## config.mk

```make
export PLATFORM = sky130hd
export DESIGN_NAME = cb_cfg_loader_flat
export DESIGN_NICKNAME = d
export VERILOG_FILES = /design/src/rtl/cb_cfg_loader_if.sv /design/src/rtl/cb_cfg_loader.sv /design/src/flat_wrapper.sv
export SDC_FILE = /design/constraint.sdc
export NUM_CORES = 1
export LEC_CHECK = 0
export BUFFER_PORTS_ARGS = -buffer_cell sky130_fd_sc_hd__clkbuf_2
export CORE_UTILIZATION = 25
export CTS_CLUSTER_DIAMETER = 60
export DETAILED_ROUTE_END_ITERATION = 7
export GPL_TIMING_DRIVEN = 0
export PLACE_DENSITY = 0.48
export SETUP_SLACK_MARGIN = 0.5
export SYNTH_ARGS = -nofsm -noshare
export SYNTH_HDL_FRONTEND = slang
export SYNTH_SLANG_ARGS = --single-unit
```

## constraint.sdc

```tcl
create_clock -name clk -period 9 [get_ports clk]
set_input_delay 1.35 -clock clk [delete_from_list [all_inputs] [get_ports clk]]
set_output_delay 1.35 -clock clk [all_outputs]
set_load 0.01 [all_outputs]
```

## src/rtl/cb_cfg_loader_if.sv

```systemverilog
// Configuration word stream and committed-image bus between the fabric
// configuration controller (master) and one connection-block loader (slave).
interface cb_cfg_loader_if #(
    parameter int CFG_SIZE   = 256,
    parameter int WORD_WIDTH = 32
);
    localparam int NUM_WORDS = (CFG_SIZE + WORD_WIDTH - 1) / WORD_WIDTH;
    localparam int CNT_W     = $clog2(NUM_WORDS + 1);

    logic                  cfg_start;
    logic [WORD_WIDTH-1:0] cfg_wdata;
    logic                  cfg_wvalid;
    logic                  cfg_wready;
    logic [CFG_SIZE-1:0]   cfg_out;
    logic                  cfg_busy;
    logic                  cfg_done;
    logic                  cfg_err;
    logic [CNT_W-1:0]      cfg_word_cnt;

    modport master (
        output cfg_start, cfg_wdata, cfg_wvalid,
        input  cfg_wready, cfg_out, cfg_busy, cfg_done, cfg_err, cfg_word_cnt
    );

    modport slave (
        input  cfg_start, cfg_wdata, cfg_wvalid,
        output cfg_wready, cfg_out, cfg_busy, cfg_done, cfg_err, cfg_word_cnt
    );
endinterface

```

## src/rtl/cb_cfg_loader.sv

```systemverilog
// Connection-block configuration loader: assembles a word stream in a shadow
// register and commits it atomically to cfg_out. Optional XOR checksum beat: CB_CFG_CHECKSUM_EN.
module cb_cfg_loader #(
    parameter int CFG_SIZE   = 256,
    parameter int WORD_WIDTH = 32
) (
    input  logic             clk,
    input  logic             rst_n,
    cb_cfg_loader_if.slave   bus
);
    localparam int NUM_WORDS = (CFG_SIZE + WORD_WIDTH - 1) / WORD_WIDTH;
    localparam int SHADOW_W  = NUM_WORDS * WORD_WIDTH;
    localparam int CNT_W     = $clog2(NUM_WORDS + 1);
    localparam logic [CNT_W-1:0] C_LAST_DATA = CNT_W'(NUM_WORDS - 1);
    localparam logic [CNT_W-1:0] C_NUM_WORDS = CNT_W'(NUM_WORDS);

`ifdef CB_CFG_CHECKSUM_EN
    typedef enum logic [1:0] {IDLE, LOAD, CHECK, COMMIT} state_t;
`else
    typedef enum logic [1:0] {IDLE, LOAD, COMMIT} state_t;
`endif

    state_t                r_state;
    state_t                w_next;
    logic [CNT_W-1:0]      r_cnt;
    logic [SHADOW_W-1:0]   r_shadow;
    logic [SHADOW_W-1:0]   w_shadow_next;
    logic [CFG_SIZE-1:0]   r_cfg_out;
    logic                  w_wready;
    logic                  w_accept;
    logic                  w_data_beat;
    logic                  w_restart;

    assign w_wready    = (r_state == LOAD) && !bus.cfg_start;
    assign w_accept    = w_wready && bus.cfg_wvalid;
    assign w_data_beat = w_accept && (r_cnt < C_NUM_WORDS);
    assign w_restart   = bus.cfg_start && ((r_state == IDLE) || (r_state == LOAD));

`ifdef CB_CFG_CHECKSUM_EN
    logic [WORD_WIDTH-1:0] r_xor;
    logic [WORD_WIDTH-1:0] r_csum;
    logic                  r_err;
`endif

    always_ff @(posedge clk or negedge rst_n) begin
        if (!rst_n) r_state <= IDLE;
        else        r_state <= w_next;
    end

    always_comb begin
        w_next = r_state;
        case (r_state)
            IDLE: if (bus.cfg_start) w_next = LOAD;
`ifdef CB_CFG_CHECKSUM_EN
            LOAD:   if (w_accept && (r_cnt == C_NUM_WORDS)) w_next = CHECK;
            CHECK:  w_next = (r_csum == r_xor) ? COMMIT : IDLE;
`else
            LOAD:   if (w_accept && (r_cnt == C_LAST_DATA)) w_next = COMMIT;
`endif
            COMMIT: w_next = IDLE;
            default: w_next = IDLE;
        endcase
    end

    // The last word is merged here so it can reach cfg_out on the same edge it is accepted.
    always_comb begin
        w_shadow_next = r_shadow;
        if (w_data_beat)
            w_shadow_next[int'(r_cnt) * WORD_WIDTH +: WORD_WIDTH] = bus.cfg_wdata;
    end

    always_ff @(posedge clk or negedge rst_n) begin
        if (!rst_n) begin
            r_shadow  <= '0;
            r_cfg_out <= '0;
            r_cnt     <= '0;
        end else begin
            r_shadow <= w_shadow_next;
            if (w_next == COMMIT)
                r_cfg_out <= w_shadow_next[CFG_SIZE-1:0];
            if (w_restart)
                r_cnt <= '0;
            else if (w_accept)
                r_cnt <= r_cnt + CNT_W'(1);
        end
    end

`ifdef CB_CFG_CHECKSUM_EN
    // Checksum covers the words as received, including bits later truncated away.
    always_ff @(posedge clk or negedge rst_n) begin
        if (!rst_n) begin
            r_xor  <= '0;
            r_csum <= '0;
            r_err  <= 1'b0;
        end else begin
            if (w_restart)
                r_xor <= '0;
            else if (w_data_beat)
                r_xor <= r_xor ^ bus.cfg_wdata;
            if (w_accept && !w_data_beat)
                r_csum <= bus.cfg_wdata;
            if (r_state == CHECK)
                r_err <= (r_csum != r_xor);
        end
    end
    assign bus.cfg_err = r_err;
`else
    assign bus.cfg_err = 1'b0;
`endif

    assign bus.cfg_wready   = w_wready;
    assign bus.cfg_out      = r_cfg_out;
    assign bus.cfg_busy     = (r_state != IDLE);
    assign bus.cfg_done     = (r_state == COMMIT);
    assign bus.cfg_word_cnt = r_cnt;
endmodule
```

## src/flat_wrapper.sv

```systemverilog
// flat-port wrapper written by rule: the top's interface ports become plain ports
module cb_cfg_loader_flat 
#(
    parameter int CFG_SIZE   = 256,
    parameter int WORD_WIDTH = 32
)
  (clk, rst_n, bus_cfg_start, bus_cfg_wdata, bus_cfg_wvalid, bus_cfg_wready, bus_cfg_out, bus_cfg_busy, bus_cfg_done, bus_cfg_err, bus_cfg_word_cnt);
  cb_cfg_loader_if #(.CFG_SIZE(CFG_SIZE), .WORD_WIDTH(WORD_WIDTH)) bus_i ();
  input  logic clk;
  input  logic rst_n;
  input wire logic [$bits(bus_i.cfg_start)-1:0] bus_cfg_start;
  input wire logic [$bits(bus_i.cfg_wdata)-1:0] bus_cfg_wdata;
  input wire logic [$bits(bus_i.cfg_wvalid)-1:0] bus_cfg_wvalid;
  output wire logic [$bits(bus_i.cfg_wready)-1:0] bus_cfg_wready;
  output wire logic [$bits(bus_i.cfg_out)-1:0] bus_cfg_out;
  output wire logic [$bits(bus_i.cfg_busy)-1:0] bus_cfg_busy;
  output wire logic [$bits(bus_i.cfg_done)-1:0] bus_cfg_done;
  output wire logic [$bits(bus_i.cfg_err)-1:0] bus_cfg_err;
  output wire logic [$bits(bus_i.cfg_word_cnt)-1:0] bus_cfg_word_cnt;
  assign bus_i.cfg_start = bus_cfg_start;
  assign bus_i.cfg_wdata = bus_cfg_wdata;
  assign bus_i.cfg_wvalid = bus_cfg_wvalid;
  assign bus_cfg_wready = bus_i.cfg_wready;
  assign bus_cfg_out = bus_i.cfg_out;
  assign bus_cfg_busy = bus_i.cfg_busy;
  assign bus_cfg_done = bus_i.cfg_done;
  assign bus_cfg_err = bus_i.cfg_err;
  assign bus_cfg_word_cnt = bus_i.cfg_word_cnt;
  cb_cfg_loader #(.CFG_SIZE(CFG_SIZE), .WORD_WIDTH(WORD_WIDTH)) u_core (.clk(clk), .rst_n(rst_n), .bus(bus_i));
endmodule
```

==> Word level (Yosys, flattened, before mapping) <==
Cells that the tools add are included.
{ "word_totals": {"reg_bits": 518, "latchBits": 0, "ramBits": 0, "romBits": 0, "output_inout_bits": 264, "wordCells": 30, "memories": 0} }
{ "op_classes": {"n_addsub": 2, "mul": 0, "div": 0, "order_cmp": 1, "eq_ne": 4, "n_shift": 2, "n_mux": 7, "bitwise": 0, "reduce_logical": 10} }
{ "ops": {"columns": ["operator", "n"], "rows": [
  ["bitwise mux 256 bit", 1],
  ["two-way mux 256 bit", 1],
  ["variable shift 32 x 33 -> 256 bit, first input constant", 1],
  ["variable part select 32 x 33 -> 256 bit", 1],
  ["negation 9 -> 33 bit", 1],
  ["two-way mux 4 bit", 2],
  ["logical AND 1 bit", 5],
  ["adder 4 x 1 -> 4 bit, second input constant", 1],
  ["equality test 2 bit, second input constant", 2],
  ["equality test 4 x 3 -> 1 bit, second input constant", 1],
  ["< comparator 4 bit, second input constant", 1],
  ["two-way mux 2 bit", 2],
  ["case mux 2 bit (2 select lines)", 1],
  ["nonzero test 2 bit", 2],
  ["equality test 2 x 1 -> 1 bit, second input constant", 1],
  ["zero test 2 bit", 1],
  ["zero test 1 bit", 1],
  ["logical OR 1 bit", 1]
]} }

==> Logic depth before layout (Yosys ltp) <==
{ "logic_depth": {"depth_word": 7, "mapped_depth": 12, "mapped_depth_nobuf": 6} }

==> Least setup slack after synthesis <==
Ideal clock, no wire load.
{ "synth_timing": {"path_kind": "input to output", "from": "input bus_cfg_start", "to": "output bus_cfg_wready", "t_arrival_ns": 1.852, "required_ns": 7.650, "slack_ns": 5.798, "cell_stages": 2, "path_buffers": 1, "cell_sequence": "buf_2 nor3b_2"} }
{ "synth_between": {"elab_chain_len": 2} }
{ "synth_lines": {"columns": ["item", "line_no", "text"], "rows": [
  ["start, declared", "flat_wrapper.sv:11", "input wire logic [$bits(bus_i.cfg_start)-1:0] bus_cfg_start;"],
  ["zero test 1 bit", "cb_cfg_loader.sv:34", "assign w_wready = (r_state == LOAD) && !bus.cfg_start;"],
  ["logical AND 1 bit", "cb_cfg_loader.sv:34", null],
  ["end, declared", "flat_wrapper.sv:14", "output wire logic [$bits(bus_i.cfg_wready)-1:0] bus_cfg_wready;"]
]} }
Every way passes these cells.

==> Worst setup path after layout <==
{ "layout_timing": {"from": "register u_core.r_cnt[0], in the netlist u_core.bus.cfg_word_cnt[0]", "to": "register u_core.r_cfg_out[154], in the netlist u_core.bus.cfg_out[154]"} }
{ "layout_between": {"elab_chain_len": 5, "elab_cells_between_ends": 12, "classes_between": "add/sub: 1; order compare: 1; eq/ne: 2; shift: 2; mux: 4; reduce/logical: 2"} }
{ "layout_lines": {"columns": ["item", "line_no", "text"], "rows": [
  ["start, declared", "cb_cfg_loader.sv:25", "logic [CNT_W-1:0] r_cnt;"],
  ["start signal, assigned", "cb_cfg_loader.sv:84", "r_cnt <= r_cnt + CNT_W'(1);"],
  ["parallel branches: the longest is 5 deep, another holds negation 9 -> 33 bit", null, null],
  ["end signal, assigned", "cb_cfg_loader.sv:80", "r_cfg_out <= w_shadow_next[CFG_SIZE-1:0];"],
  ["end, declared", "cb_cfg_loader.sv:28", "logic [CFG_SIZE-1:0] r_cfg_out;"]
]} }
Several ways; the timed one is not identified.
A chain may end at the register's enable or synchronous reset.

==> impl_metrics.ini <==
[status]
status = complete, no violations

[critical_path]
critPathLaunchType = flip-flop
critical_path_arrival_ns = 4.88
critPathTopFamily = buffers and inverters
cp_slowest_stage_delay_ns = 0.87
worstSetupPathType = flip-flop to flip-flop
critPathBufInv = 5
cp_data_required_time_ns = 9.48
worstPathCellList = buf_2, inv_1, clkbuf_1, buf_1, ha_1, nor3b_2, nand2_1, clkbuf_1, o21ai_0, a31oi_1
r2r_cells = 10
end_kind = flip-flop
path_depth = 10
path_max_fanout = 10
critical_path.most_common_cell = clkbuf_1
crit_slowest_cell = nor3b_2

[layout]
drive_gt1_share_pct = 24.4
nets = 2210
regArea_um2 = 13000
multi_input_area_um2 = 6210
area_growth_pct = 25.1
n_fill_cell = 8224
final_cells = 3270

[drt]
drc = 0
finalWirelength_um = 69500
viasPerCell = 4.54
via_count = 14800
wire_per_inst_um = 21.3
antenna_left = 0
drtPass1Iterations = 5
drtIter0Drc = 980

[pwr]
intPower_uw = 4040
swShare_pct = 23.5
switchingPower_uw = 1240
sequentialPowerShare_pct = 46.6
pwr-share-comb_pct = 5.1
leakage_uw = 0.0139
pwr_density_cell_nw_per_um2 = 210
ir_worst_vdd_uv = 138
p_total_uw = 5280
pwr-share-clk_pct = 48.3

[min_path]
min_path_cells = 2
hold_path.class = flip-flop to flip-flop

[clock_network]
tritoncts = done
cts_sinks = 518
cts_buffer_depth = 3
clkTransAtPathRegs_ns = 0.06
cts_resized = 0
htree_levels = 2
postCtsSetupRepairBufs = 0
cts_inserted_buffers = 61
hold_buffers = 0
clock_latency_ns = 0.62
clockRootBuffer = clkbuf_16

[floorplanning]
row_count = 103
initial_core_util_pct = 25.3
die_x_um = 285
core_um2 = 79100
io_pins = 300
die_area_um2 = 81300
fp.dieH_um = 285

[synthesis]
yosysSeqAreaShare_pct = 64.7
synth_cell_types = 44
ys_seq_elements = 518
synth_edf_count = 0
syn_area_per_cell_um2 = 11.1
synth_nets = 1845
synth_ff_type = dfrtp_1
yosysWarnings = 0
synthCells = 1806
async_reset_ff_share_pct = 100
synthesis.area_um2 = 20000

[grt]
grt.overflow.total = 0
antenna_found_initial = 1
grt_first_pass_wirelength_um = 103000
grt_pass1_vias = 15200
grt_usage_pct = 17.0
grt_start_max_net_pins = 116

[placement]
dpl.hpwl_um = 50500
gp_congestion = 0.808
place_ws_ns = 4.63
dp_cells = 3158
port_buffers = 297

[timing]
post-route-period-util_pct = 48.8
hold_viol = 0
slew_headroom_pct = 28.7
period_needed_ns = 4.39
fin_ws_ns = 4.61
finalSetupViolCount = 0
fin_skew_ns = 0.0104
worst_pin_slew_ns = 1.07
drv_slew = 0
grt_setup_unrepaired = no
max_freq_ghz = 0.228

[flow_run]
max-cap-violations = 0
-- cell usage after synthesis, types with 3 or more instances --
library cell / instances / share of area [%]
nand3_1: 16 / 0.40
nor2_1: 121 / 2.3
nand4_1: 53 / 1.7
buf_1: 7 / 0.13
o21ai_0: 97 / 2.4
mux2i_1: 76 / 3.8
inv_1: 81 / 1.5
o21ai_1: 46 / 1.1
or2_2: 3 / 0.094
mux2_2: 64 / 3.6
a22o_1: 32 / 1.4
nand2_1: 358 / 6.7
clkbuf_1: 54 / 1.0
and3_1: 20 / 0.62
or2_1: 45 / 1.4
a31oi_1: 117 / 3.7
dfrtp_1: 518 / 65
buf_4: 9 / 0.34
buf_2: 49 / 1.2
nand4_4: 4 / 0.42
ha_1: 3 / 0.19
or2_0: 7 / 0.22
-- cell families after synthesis --
logic type / Yosys count / share of synthesized area, %
flops: 518 / 64.7
simple gates: 642 / 14.5
fa+ha+maj: 3 / 0.187
xor+xnor: 2 / 0.0874
buf+inv: 202 / 4.31
mux: 140 / 7.39
compound gates: 298 / 8.83
other cells: 1 / 0.0187
-- through the flow --
stage | instance area, um2 | util (%) | TNS, ns | hold slack, ns
4_1_cts | 25100 | 31.7 | 0 | 0.465
3_5_place_dp | 23000 | 29.0 | 0 | 0.451
2_1_floorplan | 20000 | - | 0 | 0.433
6_report | 25100 | 31.7 | 0 | 0.458
3_3_place_gp | 22800 | 28.9 | -2682.60 | 0.443
5_1_grt | 25100 | 31.7 | 0 | 0.481
-- worst reg2reg max path, delay by kind of cell, from the launching register on --
family,cells,cell delay (ns)
fa+ha+maj,1,0.40
simple gates,2,1.34
compound gates,2,0.44
buf+inv,5,1.68
flops,1,0.42
-- power by group through the flow --
stage	registers, uW	clock network (uW)	logic (uW)
floorplan	2490	0	129
global placement	2500	0	256
detailed placement	2500	0	273
CTS	2460	2620	274
global route	2470	2720	297
finish	2460	2550	267
-- sequential cells by signal (all words and copies together), names as in the netlist --
signal,count
u_core.bus.cfg_out,256
u_core.bus.cfg_word_cnt,4
u_core.r_shadow,256
u_core.r_state,2
-- layer usage --
metal | track usage, % | up-vias | part of all wire, %
met2 | 27.8 | 415 | 48
met4 | 5.36 | 0 | 2.8
met1 | 22.1 | 7497 | 43
met5 | 0 | - | 0
li1 | - | 6838 | -
met3 | 4.31 | 97 | 6.7
-- final cells by class --
| type | instances | share of cell area, % |
|---|---|---|
| timing repair buffer | 302 | 6.51 |
| clock buffer | 86 | 7.14 |
| antenna | 1 | 0.00998 |
| clock inverter | 25 | 1.17 |
| tap | 1050 | 5.24 |
| inverter | 82 | 1.24 |
| buffer | 120 | 2.21 |
| sequential | 518 | 51.7 |
| multi-input combinational | 1086 | 24.8 |
-- worst paths after layout --
check / start / end / slack [ns]
min: u_core.r_shadow[112] / u_core.r_shadow[112] / 0.46
min in group asynchronous: rst_n / u_core.bus.cfg_out[116] / 0.71
min reg2reg: u_core.r_shadow[112] / u_core.r_shadow[112] / 0.46
max reg2reg: u_core.bus.cfg_word_cnt[0] / u_core.bus.cfg_out[154] / 4.61
max: u_core.bus.cfg_word_cnt[0] / u_core.bus.cfg_out[154] / 4.61
max in group asynchronous: rst_n / u_core.r_shadow[145] / 6.36
-- cells in the final DEF, fill, tap and decap left out, types with 2 or more instances in the layout --
| master | count |
|---|---|
| inv_1 | 81 |
| o21ai_0 | 97 |
| or2_2 | 3 |
| clkbuf_2 | 296 |
| nand4_4 | 4 |
| o21ai_1 | 46 |
| a21oi_1 | 2 |
| nand3_1 | 16 |
| buf_4 | 9 |
| ha_1 | 3 |
| mux2i_1 | 76 |
| clkinvlp_4 | 3 |
| nor3b_2 | 2 |
| clkbuf_16 | 61 |
| buf_1 | 7 |
| xnor2_1 | 2 |
| a31oi_1 | 117 |
| buf_2 | 49 |
| nand2_1 | 358 |
| and3_1 | 20 |
| nand4_1 | 53 |
| inv_6 | 6 |
| a22o_1 | 32 |
| clkbuf_1 | 62 |
| nor2_1 | 121 |
| buf_16 | 5 |
| mux2_2 | 64 |
| or2_1 | 45 |
| nor3_1 | 2 |
| inv_8 | 2 |
| or2_0 | 7 |
| clkbuf_8 | 18 |
| bufinv_16 | 5 |
| dfrtp_1 | 518 |
| clkinv_2 | 9 |
(Power assumes the default switching activity.)
